**config.mk**
```make
export PLATFORM = sky130hd
export DESIGN_NAME = rv_rf_mp
export DESIGN_NICKNAME = d
export VERILOG_FILES = /design/src/rtl/rv_pkg.sv /design/src/rtl/rv_rf_rdsel.sv /design/src/rtl/rv_rf_mp.sv
export SDC_FILE = /design/constraint.sdc
export NUM_CORES = 2
export LEC_CHECK = 0
export ABC_AREA = 0
export CORE_MARGIN = 4
export CORE_UTILIZATION = 55
export DETAILED_ROUTE_END_ITERATION = 16
export PLACE_DENSITY = 0.72
export SLEW_MARGIN = 40
export SYNTH_ARGS = -nofsm -noshare
export SYNTH_HDL_FRONTEND = slang
export SYNTH_SLANG_ARGS = --single-unit
export TNS_END_PERCENT = 50
```
**constraint.sdc**
```tcl
create_clock -name clk -period 7.2 [get_ports clk]
set_clock_uncertainty 0.15 [all_clocks]
set_input_delay 1.44 -clock clk [delete_from_list [all_inputs] [get_ports clk]]
set_output_delay 1.44 -clock clk [all_outputs]
set_load 0.02 [all_outputs]
```
**src/rtl/rv_pkg.sv**
```systemverilog
// Shared register-file constants and clear-sequencer state encoding.
package rv_pkg;

  localparam int unsigned RV_XLEN = 64;
  localparam int unsigned RV_NREG = 32;

  typedef enum logic {
    RF_INIT = 1'b0,
    RF_RUN  = 1'b1
  } rf_state_e;

endpackage

```
**src/rtl/rv_rf_rdsel.sv**
```systemverilog
// Per-read-port word select: x0 reads zero, then the highest-indexed matching
// same-cycle write is forwarded, otherwise the stored array word is returned.
module rv_rf_rdsel #(
  parameter int unsigned XLEN = 64,
  parameter int unsigned AW   = 5,
  parameter int unsigned NWR  = 1
) (
  input  logic [AW-1:0]       rd_addr_i,
  input  logic [NWR-1:0]      wr_en_i,
  input  logic [NWR*AW-1:0]   wr_addr_i,
  input  logic [NWR*XLEN-1:0] wr_data_i,
  input  logic [XLEN-1:0]     arr_data_i,
  output logic [XLEN-1:0]     sel_data_o
);

  always_comb begin
    sel_data_o = arr_data_i;
    // Ascending scan: the last match, i.e. the highest port, takes effect.
    for (int unsigned w = 0; w < NWR; w++) begin
      if (wr_en_i[w] && (wr_addr_i[w*AW +: AW] == rd_addr_i)) begin
        sel_data_o = wr_data_i[w*XLEN +: XLEN];
      end
    end
    if (rd_addr_i == '0) begin
      sel_data_o = '0;
    end
  end

endmodule

```
**src/rtl/rv_rf_mp.sv**
```systemverilog
// Multi-port integer register file with x0 hardwired to zero, write-first
// forwarding, highest-port-wins write priority and a post-reset clear sequencer.
module rv_rf_mp
  import rv_pkg::*;
#(
  parameter int unsigned XLEN = RV_XLEN,
  parameter int unsigned NREG = RV_NREG,
  parameter int unsigned AW   = $clog2(NREG),
  parameter int unsigned NRD  = 2,
  parameter int unsigned NWR  = 1
) (
  input  logic                clk,
  input  logic                rst,
  input  logic [NRD-1:0]      rd_en_i,
  input  logic [NRD*AW-1:0]   rd_addr_i,
  output logic [NRD*XLEN-1:0] rd_data_o,
  input  logic [NWR-1:0]      wr_en_i,
  input  logic [NWR*AW-1:0]   wr_addr_i,
  input  logic [NWR*XLEN-1:0] wr_data_i,
  output logic                init_busy_o
);

  rf_state_e                r_state;
  rf_state_e                w_state_nxt;
  logic [AW-1:0]            r_cnt;
  logic [AW-1:0]            w_cnt_nxt;
  logic [XLEN-1:0]          r_mem [NREG];
  logic [NRD-1:0][XLEN-1:0] r_rd;
  logic [NRD-1:0][XLEN-1:0] w_arr;
  logic [NRD-1:0][XLEN-1:0] w_sel;

  always_ff @(posedge clk) begin
    if (rst) begin
      r_state <= RF_INIT;
      r_cnt   <= '0;
    end else begin
      r_state <= w_state_nxt;
      r_cnt   <= w_cnt_nxt;
    end
  end

  always_comb begin
    w_state_nxt = r_state;
    w_cnt_nxt   = r_cnt;
    case (r_state)
      RF_INIT: begin
        w_cnt_nxt = r_cnt + 1'b1;
        if (r_cnt == AW'(NREG - 1)) begin
          w_state_nxt = RF_RUN;
        end
      end
      RF_RUN:  w_state_nxt = RF_RUN;
      default: w_state_nxt = RF_INIT;
    endcase
  end

  // No reset on the array itself; the sequencer zeroes one entry per cycle.
  always_ff @(posedge clk) begin
    if (!rst) begin
      if (r_state == RF_INIT) begin
        r_mem[r_cnt] <= '0;
      end else begin
        for (int unsigned w = 0; w < NWR; w++) begin
          if (wr_en_i[w] && (wr_addr_i[w*AW +: AW] != '0)) begin
            r_mem[wr_addr_i[w*AW +: AW]] <= wr_data_i[w*XLEN +: XLEN];
          end
        end
      end
    end
  end

  for (genvar p = 0; p < NRD; p++) begin : g_rd
    assign w_arr[p] = r_mem[rd_addr_i[p*AW +: AW]];

    rv_rf_rdsel #(
      .XLEN (XLEN),
      .AW   (AW),
      .NWR  (NWR)
    ) u_rdsel (
      .rd_addr_i  (rd_addr_i[p*AW +: AW]),
      .wr_en_i    (wr_en_i),
      .wr_addr_i  (wr_addr_i),
      .wr_data_i  (wr_data_i),
      .arr_data_i (w_arr[p]),
      .sel_data_o (w_sel[p])
    );

    assign rd_data_o[p*XLEN +: XLEN] = r_rd[p];
  end

  always_ff @(posedge clk) begin
    for (int unsigned p = 0; p < NRD; p++) begin
      if (rst) begin
        r_rd[p] <= '0;
      end else if (rd_en_i[p]) begin
        r_rd[p] <= (r_state == RF_RUN) ? w_sel[p] : '0;
      end
    end
  end

  assign init_busy_o = (r_state == RF_INIT);

endmodule
```
==> summary.txt <==
Outcome
  – Status: complete, no violations

Floorplanning
  – Die footprint: 188000 um2
  – Chip height: 434 um
  – Row cnt: 155
  – Io pins: 213
  – Die Span X: 434 um
  – Initial Util: 0.556
  – Area of the core: 179000 um2

Placed design
  – # port buffers: 212
  – DP HPWL: 186000 um
  – GP Congestion: 0.860
  – Dpl ws: 1.58 ns

Synthesis
  – Yosys cell types: 55
  – Synth area leader: edfxtp_1
  – Main synth FF type: edfxtp_1
  – Most instantiated cells after synthesis: 2048 x edfxtp_1, 866 x mux4_2, 326 x mux2i_1, 221 x clkbuf_1, 206 x a22oi_1
  – Share of the synthesized area in the top cell type: 0.617
  – Synth top area cells: edfxtp_1 62%, mux4_2 20%, mux2i_1 3.3%
  – Synth Instances: 5389
  – Count leader, synth: edfxtp_1
  – FFs w/ async S/R, synth: 0
  – YS warnings: 0
  – Syn Std Cell Area: 99700 um2
  – Mapped Nets: 5475
  – Syn Area/Cell: 18.5 um2
  – #FFs+latches synth: 2182
  – Post-synth EDFFs: 2048
  – Sequential fraction of the synthesis area: 0.644

Worst setup path
  – R2r setup slk: 2.79 ns
  – RR Endpoint: r_mem[2][45]
  – Top delay family on crit path: simple AND/OR/NAND/NOR gates
  – Critical Path RT: 7.53 ns
  – Slowest cell on the critical path: o311a_4
  – Buf/Inv on CP: 4
  – Worst Reg-to-Reg Cells: 7
  – Critical Path End Type: flop
  – Setup Crit Path Kind: input port to flop
  – Cell Chain, Critical Path: clkdlybuf4s50_1, buf_4, nor2b_1, o311a_4, mux2i_1, nand2_1, nor2_4, buf_12, buf_16
  – Worst Path Max Fanout: 48
  – R2R Path Start: r_state
  – Setup crit start kind: input port
  – Crit path DAT: 5.31 ns
  – CP peak stage delay: 0.82 ns

Power
  – Leak Pwr: 33.3 nW
  – Pwr dens: 242 nW/um2
  – Peak supply drop: 0.228 mV

Global routing
  – Gr ovfl total: 0
  – Vias in the first global route: 62024
  – Initial antenna violation count: 15
  – Largest net degree at the start of global routing: 125
  – GRT Util Overall: 0.340
  – First-pass GRT wire length: 453000 um

Layout
  – Layout net count: 5635
  – Fill cells: 12172
  – Share of cells above drive strength 1: 0.278
  – Area grow syn2layout: 13.2%
  – Footprint of the multi-input gates: 33800 um2
  – Reg area: 64200 um2

Clocking
  – Clock latency on the worst-skew pair: 0.88 ns
  – Clk buf depth: 3
  – # hold bufs at CTS: 0
  – Clock slew at reported path FFs: 0.06 ns
  – H-tree depth reported by CTS: 4
  – Clock sinks: 2182
  – Cts repair resizes: 0
  – Cts bufs inserted: 218
  – CTS tree: yes
  – Postcts setup bufs: 0
  – Clock root buffer: clkbuf_16

Worst hold path
  – Worst hold path cell count: 1
  – Hold WC Path Type: flop to flop
  – Worst Hold Path EP: rd_data_o[102]
  – Hold_sp: rd_data_o[102]

Timing
  – Worst-Margin Slew: 0.973 ns
  – Setup TNS: 0 ns
  – Achievable Freq: 201 MHz
  – Rel. slew slack: 0.351
  – Max Slew Vio Count: 0
  – Final hold vios: 0
  – RSZ-0062 raised after global routing: false
  – Final period util: 0.691
  – Setup violations, final: 0
  – Fin crit period: 4.98 ns
  – Fin worst setup slack: 2.22 ns

Route
  – DR pass1 iterations: 6
  – Via density: 7.63
  – Routed WL: 319000 um
  – DRC: 0
  – ANT nets after route: 0
  – Iteration-0 DRC Markers: 10150
  – Routed len/inst: 39.3 um
  – Vias: 61856

Flow run
  – Max-cap violations: 0
-- kinds of logic (layout without fill, tap and decap cells) --
kind of cell / Yosys count / in the layout / share of synthesized area
flip-flops: 2182 / 2182 / 0.644
other: 0 / 10 / 0
multiplexers: 1268 / 1268 / 0.237
AO/OA/AOI/OAI: 870 / 870 / 0.0661
adder cells (fa/ha/maj): 2 / 2 / 0.000251
XOR/XNOR: 13 / 13 / 0.00114
buffers and inverters: 469 / 818 / 0.0225
AND/OR/NAND/NOR: 585 / 585 / 0.0291
-- worst max path at each step --
stage / slack [ns] / depth (start not counted) / from / to
3_5_place_dp: 1.58 / 9 / wr_addr_i[0] / r_mem[11][58]
2_1_floorplan: 0.96 / 7 / wr_addr_i[0] / r_mem[18][0]
6_report: 2.22 / 9 / rst / r_mem[2][45]
4_1_cts: 2.48 / 9 / wr_addr_i[0] / r_mem[11][4]
5_1_grt: 2.21 / 9 / rst / r_mem[2][50]
3_3_place_gp: 1.51 / 9 / wr_addr_i[0] / r_mem[13][45]
-- placed cells by master (no fill, tap or decap), drive strengths merged, types with 13 or more instances in the layout --
cell type         n
a211oi          196
buf             200
o221ai           43
mux2i           326
a21oi            13
o21ai           108
a221oi           26
mux4            866
dfxtp           134
and3             33
o22ai            62
nor2b            27
nor3            115
nand2           115
a221o            58
mux2             76
clkbuf          288
a22o             46
clkinv           86
nor2            133
a22oi           206
bufinv           21
clkdlybuf4s50   203
a2111oi          56
a2bb2oi          42
nor4             14
and2             73
nand4            49
edfxtp         2048
-- cell type report --
cell class / count / area share
Antenna cell: 10 / 0.000222
Timing Repair Buffer: 403 / 0.0402
Tap cell: 2355 / 0.0261
Clock inverter: 121 / 0.0127
Multi-Input combinational cell: 2738 / 0.299
Inverter: 6 / 0.000244
Sequential cell: 2182 / 0.569
Clock buffer: 288 / 0.0524
-- through the flow --
stage | hold WS, ns | instance area, um2 | util | cells | power [W]
3_5_place_dp | 0.317 | 105000 | 0.587 | 7678 | 0.0159
5_1_grt | 0.348 | 113000 | 0.629 | 8096 | 0.0279
6_report | 0.338 | 113000 | 0.629 | 8103 | 0.0273
2_1_floorplan | 0.385 | 99700 | - | 5389 | 0.0152
3_3_place_gp | 0.318 | 105000 | 0.584 | 7655 | 0.0159
4_1_cts | 0.340 | 113000 | 0.628 | 8087 | 0.0273
-- layer usage --
metal | routed length (um) | vias to the layer above | global-route usage
met2 | 148000 | 5097 | 0.520
li1 | - | 23601 | -
met3 | 40300 | 994 | 0.0861
met5 | 54 | - | 0
met4 | 20900 | 8 | 0.190
met1 | 110000 | 32156 | 0.450
-- sequential cells by signal, summed over array words and instances, names as in the netlist --
register,count
r_cnt,5
r_mem,2048
r_state,1
rd_data_o,128
-- power breakdown --
| group | total, W | switching [W] | internal [W] |
|---|---|---|---|
| Sequential | 0.0138 | 0.0000416 | 0.0138 |
| Combinational | 0.00189 | 0.00115 | 0.000737 |
| Clock | 0.0116 | 0.00503 | 0.00658 |
Power figures use the tool's default switching activity.
